--- src/rtl/count_arbiter_pkg.sv ---
// rtl/count_arbiter_pkg.sv - shared constants and FSM encoding for count_arbiter
package count_arbiter_pkg;

  localparam int CNT_W = 4;
  localparam int NREQ  = 2;

  typedef enum logic [1:0] {
    IDLE = 2'd0,
    RUN  = 2'd1,
    REST = 2'd2
  } state_t;

endpackage

--- src/rtl/count_arbiter_count_core.sv ---
// rtl/count_arbiter_count_core.sv - shared run counter with synchronous clear and increment enable
module count_core
  import count_arbiter_pkg::*;
(
  input  logic             clk,
  input  logic             rst_n,
  input  logic             clr,
  input  logic             inc,
  output logic [CNT_W-1:0] value
);

  // Clear wins over increment so the arbiter can park the counter at zero.
  always_ff @(posedge clk) begin
    if (!rst_n) begin
      value <= '0;
    end else if (clr) begin
      value <= '0;
    end else if (inc) begin
      value <= value + 1'b1;
    end
  end

endmodule

--- src/rtl/count_arbiter.sv ---
// rtl/count_arbiter.sv - two-requester arbiter for one shared counter; ROUND_ROBIN_EN selects round-robin ties
module count_arbiter
  import count_arbiter_pkg::*;
(
  input  logic             clk,
  input  logic             rst_n,
  input  logic             req0,
  input  logic             req1,
  input  logic [CNT_W-1:0] len0,
  input  logic [CNT_W-1:0] len1,
  output logic             gnt0,
  output logic             gnt1,
  output logic [CNT_W-1:0] cnt,
  output logic             done0,
  output logic             done1,
  output logic             busy
);

  state_t           state_q;
  state_t           state_d;
  logic             owner_q;
  logic [CNT_W-1:0] len_q;
  logic [NREQ-1:0]  req_vec;
  logic             any_req;
  logic             owner_req;
  logic             at_end;
  logic             win;
  logic             cnt_clr;
  logic             cnt_inc;
  logic             in_run;

  assign req_vec   = {req1, req0};
  assign any_req   = |req_vec;
  assign owner_req = req_vec[owner_q];
  assign at_end    = (cnt == len_q);
  assign in_run    = (state_q == RUN);

`ifdef ROUND_ROBIN_EN
  logic last_q;

  // Remember who won the last arbitration; reset value lets requester 0 take the first tie.
  always_ff @(posedge clk) begin
    if (!rst_n) begin
      last_q <= 1'b1;
    end else if (state_q == IDLE && any_req) begin
      last_q <= win;
    end
  end

  // Winner select: a lone request wins, a tie goes to whoever did not win last.
  always_comb begin
    win = 1'b0;
    if (req1 && !req0) begin
      win = 1'b1;
    end else if (req0 && req1) begin
      win = ~last_q;
    end
  end
`else
  // Winner select: a lone request wins, a tie always goes to requester 0.
  always_comb begin
    win = 1'b0;
    if (req1 && !req0) begin
      win = 1'b1;
    end
  end
`endif

  // State register plus the owner and terminal count captured at grant time.
  always_ff @(posedge clk) begin
    if (!rst_n) begin
      state_q <= IDLE;
      owner_q <= 1'b0;
      len_q   <= '0;
    end else begin
      state_q <= state_d;
      if (state_q == IDLE && any_req) begin
        owner_q <= win;
        len_q   <= win ? len1 : len0;
      end
    end
  end

  // Next state and counter control; the counter is held clear whenever no run is active.
  always_comb begin
    state_d = state_q;
    cnt_clr = 1'b1;
    cnt_inc = 1'b0;
    case (state_q)
      IDLE: begin
        if (any_req) begin
          state_d = RUN;
        end
      end
      RUN: begin
        if (!owner_req || at_end) begin
          state_d = REST;
        end else begin
          cnt_clr = 1'b0;
          cnt_inc = 1'b1;
        end
      end
      REST: begin
        state_d = IDLE;
      end
      default: begin
        state_d = IDLE;
      end
    endcase
  end

  count_core u_count_core (
    .clk   (clk),
    .rst_n (rst_n),
    .clr   (cnt_clr),
    .inc   (cnt_inc),
    .value (cnt)
  );

  // An abandoned run (owner request low) never reports done, even on its last count.
  assign gnt0  = in_run && !owner_q;
  assign gnt1  = in_run &&  owner_q;
  assign done0 = gnt0 && req0 && at_end;
  assign done1 = gnt1 && req1 && at_end;
  assign busy  = (state_q != IDLE);

endmodule

--- config.mk ---
export PLATFORM = sky130hd
export DESIGN_NAME = count_arbiter
export DESIGN_NICKNAME = d
export VERILOG_FILES = /design/src/rtl/count_arbiter_pkg.sv /design/src/rtl/count_arbiter_count_core.sv /design/src/rtl/count_arbiter.sv
export SDC_FILE = /design/constraint.sdc
export NUM_CORES = 1
export LEC_CHECK = 0
export CORE_UTILIZATION = 41
export DETAILED_ROUTE_END_ITERATION = 16
export PLACE_DENSITY = 0.75
export SETUP_SLACK_MARGIN = 0.02
export SLEW_MARGIN = 20
export SYNTH_ARGS = -nofsm -noshare
export SYNTH_HDL_FRONTEND = slang
export SYNTH_SLANG_ARGS = --single-unit
--- constraint.sdc ---
create_clock -name clk -period 1.6 [get_ports clk]
set_input_delay 0.16 -clock clk [delete_from_list [all_inputs] [get_ports clk]]
set_output_delay 0.16 -clock clk [all_outputs]
set_load 0.01 [all_outputs]
* Word level (Yosys, flattened, before mapping) *
Cells that the tools add are included.

storage, ports and cells
  register bits = 11
  input port bits = 12
  output and inout bits = 9
  logic and storage cells = 39

cells by class
  $add $sub $neg = 1
  order comparisons = 1
  equal/unequal tests = 4
  mux-type cells = 11
  bitwise logic cells = 1
  reductions and logical operators = 17

operator list
  cell                   number
  $logic_and A1 B1 Y1    8
  $mux W1                7
  $add A4 B1 Y4 const B  1
  $eq A4 B4 Y1           1
  $mux W2                2
  $mux W4                1
  $pmux W2 S2            1
  $reduce_or A2 Y1       2
  $logic_not A1 Y1       3
  $eq A2 B1 Y1 const B   1
  $logic_not A2 Y1       1
  $lt A1 B2 Y1 const B   1
  $ne A2 B1 Y1 const B   1
  $ne A2 B2 Y1 const B   1
  $reduce_and A2 Y1      1
  $reduce_bool A2 Y1     1
  $logic_or A1 B1 Y1     1
  $not A1 Y1             1

* Logic depth before layout (Yosys ltp) *
  depth in word-level cells = 7
  gate-level depth with buffers = 4
  gate-level depth less buffers = 4

* Cells and area by module *
From an unflattened synthesis, not the netlist that was laid out.

unflattened totals
  cell total of the unflattened synthesis = 65
  area, all modules = 599.3 um^2

by module, submodules not included
  module         instances  cells an instance  area each (um^2)  seq. area each (um^2)
  count_arbiter  1          48                 417.9             140.1
  count_core     1          17                 181.4             80.1

* Least setup slack after synthesis *
No wires, ideal clock.

  kind = reg-to-output
  from = reg u_count_core.value[0]
  to = out done0
  arrival time = 1.091 ns
  required time = 1.440 ns
  path slack = 0.349 ns
  stages on the path, launching flop included = 4
  path buffers = 0
  cell sequence = dfxtp_1 xor2_1 nor4_1 and3_1

between the ends
  word-level cells in the longest chain between the ends = 2

RTL lines
  item                    RTL line                        text
  start, declared         count_arbiter_count_core.sv:9   output logic [CNT_W-1:0] value
  start signal, assigned  count_arbiter_count_core.sv:19  value <= value + 1'b1;
  $eq A4 B4 Y1            count_arbiter.sv:35             assign at_end = (cnt == len_q);
  $logic_and A1 B1 Y1     count_arbiter.sv:123            assign done0 = gnt0 && req0 && at_end;
  end, declared           count_arbiter.sv:14             output logic done0,

No other way between the ends.

* Final worst setup path *
  from = reg state_q[1]
  to = out gnt1

between the ends
  word-level cells in the longest chain between the ends = 2

RTL lines
  item                    RTL line              text
  start, declared         count_arbiter.sv:19   state_t state_q;
  start signal, assigned  count_arbiter.sv:76   state_q <= state_d;
  $eq A2 B1 Y1            count_arbiter.sv:36   assign in_run = (state_q == RUN);
  $logic_and A1 B1 Y1     count_arbiter.sv:122  assign gnt1 = in_run && owner_q;
  end, declared           count_arbiter.sv:12   output logic gnt1,

No other way between the ends.

==> results.json <==
{
  "die_w_um": 39.1,
  "arrival_ns": 1.36,
  "remaining_drc_errors": 0,
  "slowest_delay_ns": 0.53,
  "synth-simple-area-share": 0.189,
  "muxShareOfSynthArea": 0.0911,
  "synth_flop_cell": "dfxtp_1",
  "instances_no_fill": 101,
  "drive_gt1_frac": 0.322,
  "synth_compound_area_frac": 0.171,
  "nets": 101,
  "combPwrFrac": 0.305,
  "seq_power_share": 0.444,
  "max_freq_ghz": 0.656,
  "grt_overflow": 0,
  "clkLatencyLatePin_ns": 0.26,
  "globalplace.congestion": 0.767,
  "pre_cts_slack_ns": -0.0905,
  "cts_sinks": 11,
  "mostFrequentLayoutCells": "clkdlybuf4s50_1 (17), dfxtp_2 (7), buf_4 (7), a21oi_1 (5)",
  "clk_pin_slew_ns": 0.07,
  "cp_slowest_cell": "clkdlybuf4s50_1",
  "min_period_over_period": 0.952,
  "cts_tree": "done",
  "drtIter0Drc": 11,
  "slew_headroom": 0.721,
  "drt_first_pass_iters": 2,
  "status": "finished, final reports clean",
  "dpl.cell_count": 97,
  "swShare": 0.296,
  "rsz0062_at_grt": "false",
  "ctsRootBufferMaster": "clkbuf_4",
  "ff2ff_setup_slack_ns": 0.24,
  "start_util": 0.475,
  "switching_power_uw": 219,
  "grtUsageTotal": 0.196,
  "tightest_slew_ns": 0.418,
  "grt_max_degree": 7,
  "synth_fa_ha_area_frac": 0.0222,
  "synth_edf_count": 0,
  "layout_commonest_cell": "clkdlybuf4s50_1",
  "n_antenna_cell": 0,
  "synthCells": 57,
  "vdd_ir_drop_max_mv": 0.760,
  "syn-num-nets": 70,
  "finalMaxSlewViolations": 0,
  "synthArstFlopShare": 0,
  "worstPathCellList": "and3b_1 -> clkdlybuf4s50_1",
  "fin_ws_ns": 0.0767,
  "synth_top_area_frac": 0.391,
  "path_class": "reg2out",
  "final_util": 0.738,
  "synth_area_um2": 563,
  "synth_top_family_by_area": "simple AND/OR/NAND/NOR gates",
  "wl_per_cell_um": 11.9,
  "antenna_found_initial": 0,
  "ios": 21,
  "ys_types": 26,
  "grt_pass1_wl_mm": 1.94,
  "intPower_uw": 522,
  "required_ns": 1.44,
  "cts_made_buffers": 3,
  "hold_class": "reg2reg",
  "finalSetupViolCount": 0,
  "synth-xor-area-share": 0.107,
  "clk_path_buf_depth": 2,
  "ys_ff_latch": 11,
  "worstSetupEndpointType": "output port",
  "seq_area_frac_synth": 0.391,
  "ys.warnings.count": 0,
  "max_cap_violations": 0,
  "via_per_inst": 5.19,
  "post_cts_buffers": 0,
  "routed_wl_mm": 1.20,
  "htreeDepth": 1,
  "fin_crit_ns": 1.52,
  "cp_num_buf_inv": 1,
  "skew_ns": 0.00240,
  "cp_max_fo": 4,
  "cp-start-kind": "register",
  "grt_pass1_vias": 476,
  "vias": 524,
  "clockPowerShare": 0.251,
  "synth_area_leaders": "dfxtp_1 (39%), mux2i_1 (7.1%), xor2_1 (6.2%)",
  "syn2layout_area_growth_pct": 55.6,
  "coreArea_um2": 1190,
  "syn_avg_cell_area_um2": 9.88,
  "ant_nets": 0,
  "io_buffer_count": 20,
  "hold_viol": 0,
  "die_y_um": 39.1,
  "powerDensity_nw_per_um2": 846,
  "dieArea_um2": 1530,
  "p_leak_uw": 0.000389,
  "crit_family": "buffers and inverters",
  "synth_area_leader_cell": "dfxtp_1",
  "rows": 12,
  "place_hpwl_um": 924
}
-- sequential cells by signal, summed over array words and instances, names as in the netlist --
name / flops
len_q: 4
state_q: 2
u_count_core.value: 4
owner_q: 1
-- what timing repair did --
| action | in CTS | in global routing |
|---|---|---|
| gates cloned | 0 | 0 |
| setup endpoints to repair | 4 | 3 |
| gates resized for setup | 13 | 7 |
| pin swaps | 3 | 3 |
| hold buffers | 0 | 0 |
-- logic make-up (layout without fill, tap and decap cells) --
| logic type | after synthesis | in the layout |
|---|---|---|
| simple gates | 18 | 18 |
| mux | 5 | 5 |
| buf+inv | 4 | 34 |
| fa+ha+maj | 1 | 1 |
| compound gates | 12 | 12 |
| xor+xnor | 6 | 6 |
| flops | 11 | 11 |
-- stage by stage --
stage	cell area (um^2)	hold WS (ns)	total power, uW	TNS (ns)
after global routing	876	0.537	787	0
final	876	0.516	741	0
after detailed placement	828	0.526	548	-0.178
after floorplan	563	0.277	450	0
after CTS	861	0.523	743	0
after global placement	828	0.512	544	-0.127
-- power by group through the flow --
stage                     Combinational (uW)  Sequential [uW]  Clock [uW]
after floorplan                          125              325           0
after global placement                   218              326           0
after detailed placement                 221              328           0
after CTS                                225              325         193
after global routing                     247              332         207
final                                    226              329         186
-- metal layers --
layer | share of wire | track usage | wire length [um]
met1 | 0.47 | 0.241 | 562
met5 | 0 | 0 | 0
met4 | 0.0092 | 0.103 | 11
met2 | 0.47 | 0.308 | 570
met3 | 0.046 | 0.0520 | 55
-- synthesized netlist by cell type (2+ instances only) --
library cell / instances
a211oi_1: 4
nor2_1: 2
a21oi_1: 5
dfxtp_1: 11
mux2i_1: 4
nor3_1: 4
or2_2: 2
inv_1: 3
xor2_1: 4
and3_1: 2
-- path summary, 6_finish.rpt --
path | start | to | cells after the start
min reg2reg | owner_q | owner_q | 2
max | state_q[1] | gnt1 | 2
min | owner_q | owner_q | 2
max reg2reg | len_q[1] | state_q[1] | 4
-- tightest hold or removal path: stages, from the launching register on --
cell	delay, ns
dfxtp_2	0.34
o21ai_0	0.07
a21oi_1	0.06
-- layout make-up --
cell class,count,area (um^2)
fill,99,310
inverter,3,11.3
timing repair buffer,27,241
sequential,11,229
clock buffer,4,26.3
multi-input combinational,42,350
tap,14,17.5
(Power assumes the default switching activity.)
